**src/rtl/uart_rx_fifo.sv**
```systemverilog
// Receive-side byte queue behind the UART receiver: first-word-fall-through
// read port, fill-level flags, and sticky overrun with a saturating drop count.
module uart_rx_fifo #(
    parameter int DataWidth       = 8,
    parameter int Depth           = 16,
    parameter int AlmostFullLevel = 12
) (
    input  logic                       clk_i,
    input  logic                       rst_i,
    input  logic                       wr_tick_i,
    input  logic [DataWidth-1:0]       wr_data_i,
    output logic                       rd_valid_o,
    input  logic                       rd_ready_i,
    output logic [DataWidth-1:0]       rd_data_o,
    output logic [$clog2(Depth):0]     count_o,
    output logic                       empty_o,
    output logic                       full_o,
    output logic                       almost_full_o,
    output logic                       overrun_o,
    input  logic                       overrun_clr_i,
    output logic [7:0]                 drop_count_o
);

    localparam int PtrW = $clog2(Depth);
    localparam int CntW = PtrW + 1;

    logic [DataWidth-1:0] mem [Depth];
    logic [PtrW-1:0]      wr_ptr;
    logic [PtrW-1:0]      rd_ptr;
    logic [CntW-1:0]      count;
    logic                 overrun;
    logic [7:0]           drop_count;

    logic empty;
    logic full;
    logic pop;
    logic push;
    logic drop;

    assign empty = (count == '0);
    assign full  = (count == CntW'(Depth));

    // A full queue still accepts a push when the head leaves on the same edge.
    assign pop  = !empty && rd_ready_i;
    assign push = wr_tick_i && (!full || pop);
    assign drop = wr_tick_i && full && !pop;

    always_ff @(posedge clk_i) begin
        if (push) begin
            mem[wr_ptr] <= wr_data_i;
        end
    end

    always_ff @(posedge clk_i or posedge rst_i) begin
        if (rst_i) begin
            wr_ptr <= '0;
            rd_ptr <= '0;
            count  <= '0;
        end else begin
            if (push) begin
                wr_ptr <= wr_ptr + PtrW'(1);
            end
            if (pop) begin
                rd_ptr <= rd_ptr + PtrW'(1);
            end
            case ({push, pop})
                2'b10:   count <= count + CntW'(1);
                2'b01:   count <= count - CntW'(1);
                default: count <= count;
            endcase
        end
    end

    // A drop coinciding with a clear restarts the tally at one.
    always_ff @(posedge clk_i or posedge rst_i) begin
        if (rst_i) begin
            overrun    <= 1'b0;
            drop_count <= 8'd0;
        end else if (drop) begin
            overrun <= 1'b1;
            if (overrun_clr_i) begin
                drop_count <= 8'd1;
            end else if (drop_count != 8'hFF) begin
                drop_count <= drop_count + 8'd1;
            end
        end else if (overrun_clr_i) begin
            overrun    <= 1'b0;
            drop_count <= 8'd0;
        end
    end

    assign rd_valid_o    = !empty;
    assign rd_data_o     = empty ? '0 : mem[rd_ptr];
    assign count_o       = count;
    assign empty_o       = empty;
    assign full_o        = full;
    assign almost_full_o = (count >= CntW'(AlmostFullLevel));
    assign overrun_o     = overrun;
    assign drop_count_o  = drop_count;

endmodule

```
**config.mk**
```make
export PLATFORM = sky130hd
export DESIGN_NAME = uart_rx_fifo
export DESIGN_NICKNAME = d
export VERILOG_FILES = /design/src/rtl/uart_rx_fifo.sv
export SDC_FILE = /design/constraint.sdc
export NUM_CORES = 1
export LEC_CHECK = 0
export ABC_AREA = 0
export BUFFER_PORTS_ARGS = -buffer_cell sky130_fd_sc_hd__buf_2
export CELL_PAD_IN_SITES_DETAIL_PLACEMENT = 1
export CELL_PAD_IN_SITES_GLOBAL_PLACEMENT = 2
export CORE_UTILIZATION = 49
export CTS_CLUSTER_SIZE = 40
export DETAILED_ROUTE_END_ITERATION = 6
export PLACE_DENSITY = 0.8
export RECOVER_POWER = 25
export SYNTH_ARGS = -nofsm -noshare
export SYNTH_HDL_FRONTEND = slang
export SYNTH_SLANG_ARGS = --single-unit
export TNS_END_PERCENT = 50
```
**constraint.sdc**
```tcl
create_clock -name clk_i -period 5.7 [get_ports clk_i]
set_input_delay 1.14 -clock clk_i [delete_from_list [all_inputs] [get_ports clk_i]]
set_output_delay 1.14 -clock clk_i [all_outputs]
set_load 0.01 [all_outputs]
```
==> results of run 1 <==
## critical path, delay by kind of cell, from the launching register on
kind / cells / cell delay, ps
AOI/OAI and AO/OA: 2 / 320
buffers and inverters: 1 / 180
DFF: 1 / 1030
muxes: 2 / 910
## registers in the layout, summed over array words and instances, names as in the netlist
name,count
mem,128
drop_count_o,8
count_o,5
rd_ptr,4
wr_ptr,4
overrun_o,1
## area by class of cell
type,instances,share of cell area
clock inverters,15,0.0212
clock buffers,17,0.0582
inverters,13,0.00668
flip-flops and latches,150,0.602
multi-input cells,183,0.251
well taps,172,0.0295
repair buffers,44,0.0312
## final timing paths
kind / start / endpoint / slack [ps] / cells past startpoint
worst max-delay path: rd_ptr[1] / rd_data_o[4] / 1690 / 5
worst min-delay path: overrun_o / overrun_o / 530 / 2
worst max register to register: count_o[2] / mem[14][3] / 3180 / 4
worst min register to register: overrun_o / overrun_o / 530 / 2
max in group asynchronous: rst_i / rd_ptr[1] / 4160 / 2
min in group asynchronous: rst_i / overrun_o / 920 / 2
## cell families after synthesis
logic type,count (synthesis),synth area share
xor+xnor,9,0.0124
flops,150,0.694
simple gates,73,0.0676
fa+ha+maj,8,0.0158
compound gates,37,0.0352
mux,56,0.155
buf+inv,31,0.0201
## cell usage after synthesis (2+ instances only)
cell | number | area, sq um
edfxtp_1 | 128 | 3840
mux4_2 | 32 | 721
dfrtp_1 | 22 | 551
o21ai_0 | 14 | 70.1
inv_1 | 13 | 48.8
mux2_2 | 13 | 146
nor2_1 | 13 | 48.8
a21oi_1 | 11 | 55.1
mux2i_1 | 10 | 100
buf_2 | 9 | 45.0
clkbuf_1 | 9 | 33.8
and2_1 | 8 | 50.1
ha_1 | 8 | 100
nand2_1 | 8 | 30.0
nand3_1 | 7 | 35.0
xnor2_1 | 7 | 61.3
nor4_1 | 6 | 37.5
nand4_1 | 5 | 31.3
nor3_1 | 5 | 25.0
nand2b_1 | 4 | 25.0
nor2b_1 | 4 | 25.0
a211oi_1 | 2 | 15.0
a31oi_1 | 2 | 12.5
and3_1 | 2 | 12.5
and4_1 | 2 | 17.5
nor3b_1 | 2 | 15.0
xor2_1 | 2 | 17.5
## report_power, final
group          total [mW]  internal, mW  switching [mW]  leakage (nW)
clock network        1.08         0.644           0.437         0.268
registers            1.52          1.33           0.188          1.43
logic               0.975         0.486           0.489         0.837
## per-stage QoR
step / hold slack, ps / area [sq um] / instances / setup slack (ps)
2_1_floorplan: 549 / 6330 / 364 / 2730
3_3_place_gp: 518 / 6730 / 562 / 2090
3_5_place_dp: 536 / 6730 / 562 / 2120
4_1_cts: 547 / 7310 / 594 / 1630
5_1_grt: 575 / 7300 / 594 / 1530
6_report: 531 / 7300 / 594 / 1690
## routing by layer
layer  routed length [um]  vias up  part of all wire  GRT usage
met5                    0        -                 0          0
met4                  164        0             0.013     0.0786
met3                  535       14             0.042     0.0518
met2                 6740       84              0.53      0.364
met1                 5360     1701              0.42      0.280
li1                     -     1527                 -          -
==> run_results.csv, run 1 <==
group,metric,value,unit
cells_and_area,drive_above_1_share,0.301,
placement,io_buffers,38,
pwr,power_density,490,nW/um^2
die,fp.dieH,116,um
global_route,grt_max_degree,36,
die,core,12600,sq um
setup_path,crit_arrival,2870,ps
logic_synthesis,synth_area_per_cell,17.4,sq um
clocking,clockBufferDepth,2,
drt,dr.pass1.iters,5,
clocking,ctsHoldBuffers,0,
die,start_util,0.502,
logic_synthesis,yosysUniqueCellTypes,43,
global_route,gr-total-overflow,0,
drt,drc,0,
setup_path,cp_max_fo,35,
setup_path,start_kind,"flip-flop",
setup_path,required,4560,ps
logic_synthesis,synth_seq_cells,150,
timing,maxSlewHeadroom,0.330,
logic_synthesis,synthArstFlopShare,0.147,
drt,wirelength,12800,um
drt,wl_per_cell,21.6,um
placement,gp_congestion,0.724,
timing,period_minus_slack,4010,ps
clocking,insertion_delay,420,ps
global_route,grt_pass1_wl,20400,um
cells_and_area,fill_cells,1179,
pwr,p_leak,2.54,nW
logic_synthesis,yosys_warnings,0,
clocking,cts_sinks,150,
timing,rsz0062_at_grt,"false",
pwr,p_total,3.58,mW
setup_path,crit_path_max_incr_delay,1030,ps
logic_synthesis,synth_edf_count,128,
global_route,grt_usage,0.218,
timing,drv_slew,0,
logic_synthesis,synthesis.nets,385,
status,outcome,"finished clean",
logic_synthesis,netlist_area,6330,sq um
clocking,cts_resized,0,
setup_path,cp_cell_sequence,"mux4_2 > mux2_2 > o21ai_0 > a21oi_1 > buf_2",
timing,max_freq,249,MHz
cells_and_area,mostFrequentLayoutCells,"edfxtp_1, mux4_2, buf_2, dfrtp_1, clkbuf_16",
pwr,peakVddDrop,0.210,mV
die,dieArea,13400,sq um
drt,drtIter0Drc,280,
cells_and_area,final_common_cell,"edfxtp_1",
setup_path,path_class,"flip-flop to primary output",
cells_and_area,fin_util,0.579,
logic_synthesis,synth-seq-area-share,0.694,
drt,postRouteAntennaNets,0,
logic_synthesis,syn_inst,364,
timing,setup_viol,0,
setup_path,cpMaxStageDelayCell,"dfrtp_2",
drt,num_vias,3326,
cells_and_area,syn2layout_area_growth,15.3,%
setup_path,worstSetupEndpointType,"primary output",
die,pin_count,39,
timing,min_period_over_period,0.704,
global_route,grt_pass1_vias,3532,
min_path,hold_class,"flip-flop to flip-flop",
timing,hold_violations,0,
logic_synthesis,synthFlopType,"edfxtp_1",
placement,hpwl,8380,um
cells_and_area,regArea,4400,sq um
die,rows,41,
drt,viasPerCell,5.60,
clocking,root_buffer,"clkbuf_16",
run,maxCapViolCount,0,
clocking,cts_tree,"done",
global_route,antenna_found_initial,0,
clocking,clk_pin_slew_worst_paths,60,ps
cells_and_area,nets,430,
timing,tightestPinTransition,1010,ps
die,chipWidth,116,um
cells_and_area,multi_input_area,1840,sq um
clocking,postCtsSetupRepairBufs,0,
clocking,htreeDepth,4,
timing,setup_tns,0,ps
cells_and_area,n_antenna_cell,0,
timing,fin_skew,9.02,ps
clocking,cts_buffers,17,
(Power assumes the default switching activity.)
==> run 2: changes to the inputs <==
--- a/config.mk
+++ b/config.mk
@@ -9,10 +9,10 @@
 export BUFFER_PORTS_ARGS = -buffer_cell sky130_fd_sc_hd__buf_2
 export CELL_PAD_IN_SITES_DETAIL_PLACEMENT = 1
 export CELL_PAD_IN_SITES_GLOBAL_PLACEMENT = 2
-export CORE_UTILIZATION = 49
+export CORE_UTILIZATION = 46
 export CTS_CLUSTER_SIZE = 40
 export DETAILED_ROUTE_END_ITERATION = 6
-export PLACE_DENSITY = 0.8
+export PLACE_DENSITY = 0.76
 export RECOVER_POWER = 25
 export SYNTH_ARGS = -nofsm -noshare
 export SYNTH_HDL_FRONTEND = slang
==> constraint.sdc (replaced) <==
create_clock -name clk_i -period 4.2 [get_ports clk_i]
set_input_delay 0.84 -clock clk_i [delete_from_list [all_inputs] [get_ports clk_i]]
set_output_delay 0.84 -clock clk_i [all_outputs]
set_load 0.01 [all_outputs]
==> run 2 against run 1 <==
- sequential power rose by 37%
- die area rose by 6.4%
- core utilization fell by 3.3 points
- flip-flop and latch count did not move
- worst hold slack got worse by 6.2 ps
- design area fell by 0.26%
- critical path depth did not move
- via count rose by 2.3%
- power rose by 34%
- setup slack got worse by 990 ps
- first-iteration DRC count fell by 7.9%
- largest cell class unchanged
==> run_results.csv, run 2 (synthesis gave the netlist of run 1 again) <==
group,metric,value,unit
setup_path,worstSetupEndpointType,"primary output",
cells_and_area,final_common_cell,"edfxtp_1",
pwr,combPwrFrac,0.274,
pwr,power_density,660,nW/um^2
setup_path,crit_path_max_incr_delay,1060,ps
clocking,cts_sinks,150,
die,fp.dieH,119,um
die,dieArea,14200,sq um
timing,drv_slew,0,
cells_and_area,mostFrequentLayoutCells,"edfxtp_1, mux4_2, buf_2, dfrtp_1, clkbuf_16",
drt,wl_per_cell,22.1,um
timing,hold_violations,0,
pwr,switching_power,1.51,mW
placement,place_inst,568,
min_path,hold_class,"flip-flop to flip-flop",
die,rows,42,
global_route,gr-total-overflow,0,
drt,wl_met1,5700,um
cells_and_area,layoutNonFillerInstCount,600,
timing,tightestPinTransition,1100,ps
clocking,postCtsSetupRepairBufs,0,
cells_and_area,multi_input_area,1820,sq um
global_route,grt_pass1_wl,20600,um
setup_path,crit_arrival,2670,ps
drt,wirelength,13200,um
run,maxCapViolCount,0,
clocking,cts_tree,"done",
cells_and_area,n_antenna_cell,0,
timing,min_period_over_period,0.835,
drt,wl_met2,6930,um
die,chipWidth,119,um
global_route,grt_max_degree,28,
clocking,cts_resized,0,
placement,gp_congestion,0.755,
drt,top_layer_used,"met4",
die,start_util,0.475,
clocking,insertion_delay,420,ps
cells_and_area,largest-register,"mem",
clocking,root_buffer,"clkbuf_16",
pwr,intPower,3.29,mW
timing,setup_tns,0,ps
drt,num_vias,3401,
pwr,peakVddDrop,0.292,mV
setup_path,cp_max_fo,20,
setup_path,critical_path.top_delay_family,"flip-flops",
cells_and_area,regArea,4400,sq um
placement,io_buffers,38,
clocking,cts_buffers,17,
die,core,13300,sq um
timing,fin_skew,8.91,ps
timing,max_freq,285,MHz
setup_path,cpMaxStageDelayCell,"dfrtp_1",
drt,dr.pass1.iters,4,
clocking,clk_pin_slew_worst_paths,60,ps
drt,viasPerCell,5.67,
cells_and_area,syn2layout_area_growth,15.0,%
cells_and_area,drive_above_1_share,0.295,
global_route,grt_usage,0.203,
die,pin_count,39,
timing,rsz0062_at_grt,"false",
pwr,p_seq_frac,0.432,
timing,setup_viol,0,
pwr,p_sw_frac,0.315,
setup_path,path_class,"flip-flop to primary output",
timing,period_minus_slack,3510,ps
global_route,antenna_found_initial,0,
clocking,ctsHoldBuffers,0,
clocking,htreeDepth,4,
setup_path,crit_buf_inv,1,
pwr,p_clk_frac,0.294,
global_route,grt_pass1_vias,3597,
drt,dr_wl_met3,430,um
cells_and_area,fin_util,0.546,
drt,drc,0,
status,outcome,"finished clean",
drt,drtIter0Drc,258,
setup_path,required,3360,ps
clocking,clockBufferDepth,2,
cells_and_area,fill_cells,1281,
setup_path,cp_cell_sequence,"mux4_2 > mux2_2 > o21ai_0 > a21oi_1 > buf_2",
pwr,p_leak,2.54,nW
cells_and_area,largest_reg_flops,128,
setup_path,start_kind,"flip-flop",
drt,postRouteAntennaNets,0,
timing,maxSlewHeadroom,0.270,
cells_and_area,nets,432,
placement,hpwl,8570,um
[run 2: power groups by stage]
stage / clock, mW / combinational [mW] / sequential [mW]
finish: 1.41 / 1.32 / 2.08
global placement: 0 / 1.32 / 2.10
CTS: 1.43 / 1.34 / 2.09
global route: 1.49 / 1.43 / 2.12
detailed placement: 0 / 1.34 / 2.11
floorplan: 0 / 1.06 / 1.93
[run 2: metrics by stage]
stage | power, mW | hold WS (ps) | setup slack [ps] | cell area (sq um)
floorplan | 2.98 | 549 | 1530 | 6330
global placement | 3.42 | 509 | 1010 | 6740
detailed placement | 3.45 | 523 | 1030 | 6740
CTS | 4.86 | 534 | 578 | 7290
global route | 5.04 | 536 | 491 | 7290
finish | 4.81 | 524 | 691 | 7290
[run 2: path summary, 6_finish.rpt]
check | from | to | slack [ps] | cells past startpoint
max in group asynchronous | rst_i | rd_ptr[1] | 2940 | 2
worst min register to register | overrun_o | overrun_o | 520 | 2
worst min-delay path | overrun_o | overrun_o | 520 | 2
worst max-delay path | rd_ptr[3] | rd_data_o[7] | 690 | 5
min in group asynchronous | rst_i | overrun_o | 620 | 2
worst max register to register | count_o[2] | mem[14][4] | 1730 | 4
[run 2: area by class of cell]
| cell class | instances | share of cell area |
|---|---|---|
| multi-input cells | 183 | 0.250 |
| inverters | 13 | 0.00670 |
| well taps | 176 | 0.0302 |
| clock inverters | 15 | 0.0177 |
| flip-flops and latches | 150 | 0.603 |
| repair buffers | 46 | 0.0333 |
| clock buffers | 17 | 0.0584 |
[run 2: tightest hold or removal path: stages, from the launching register on]
cell and delay [ps]:
dfrtp_1 370, inv_1 50, o21ai_0 60
[run 2: routing by layer]
| metal | GRT usage | up-vias |
|---|---|---|
| li1 | - | 1529 |
| met1 | 0.253 | 1788 |
| met2 | 0.350 | 70 |
| met3 | 0.0436 | 14 |
| met4 | 0.0758 | 0 |
| met5 | 0 | - |
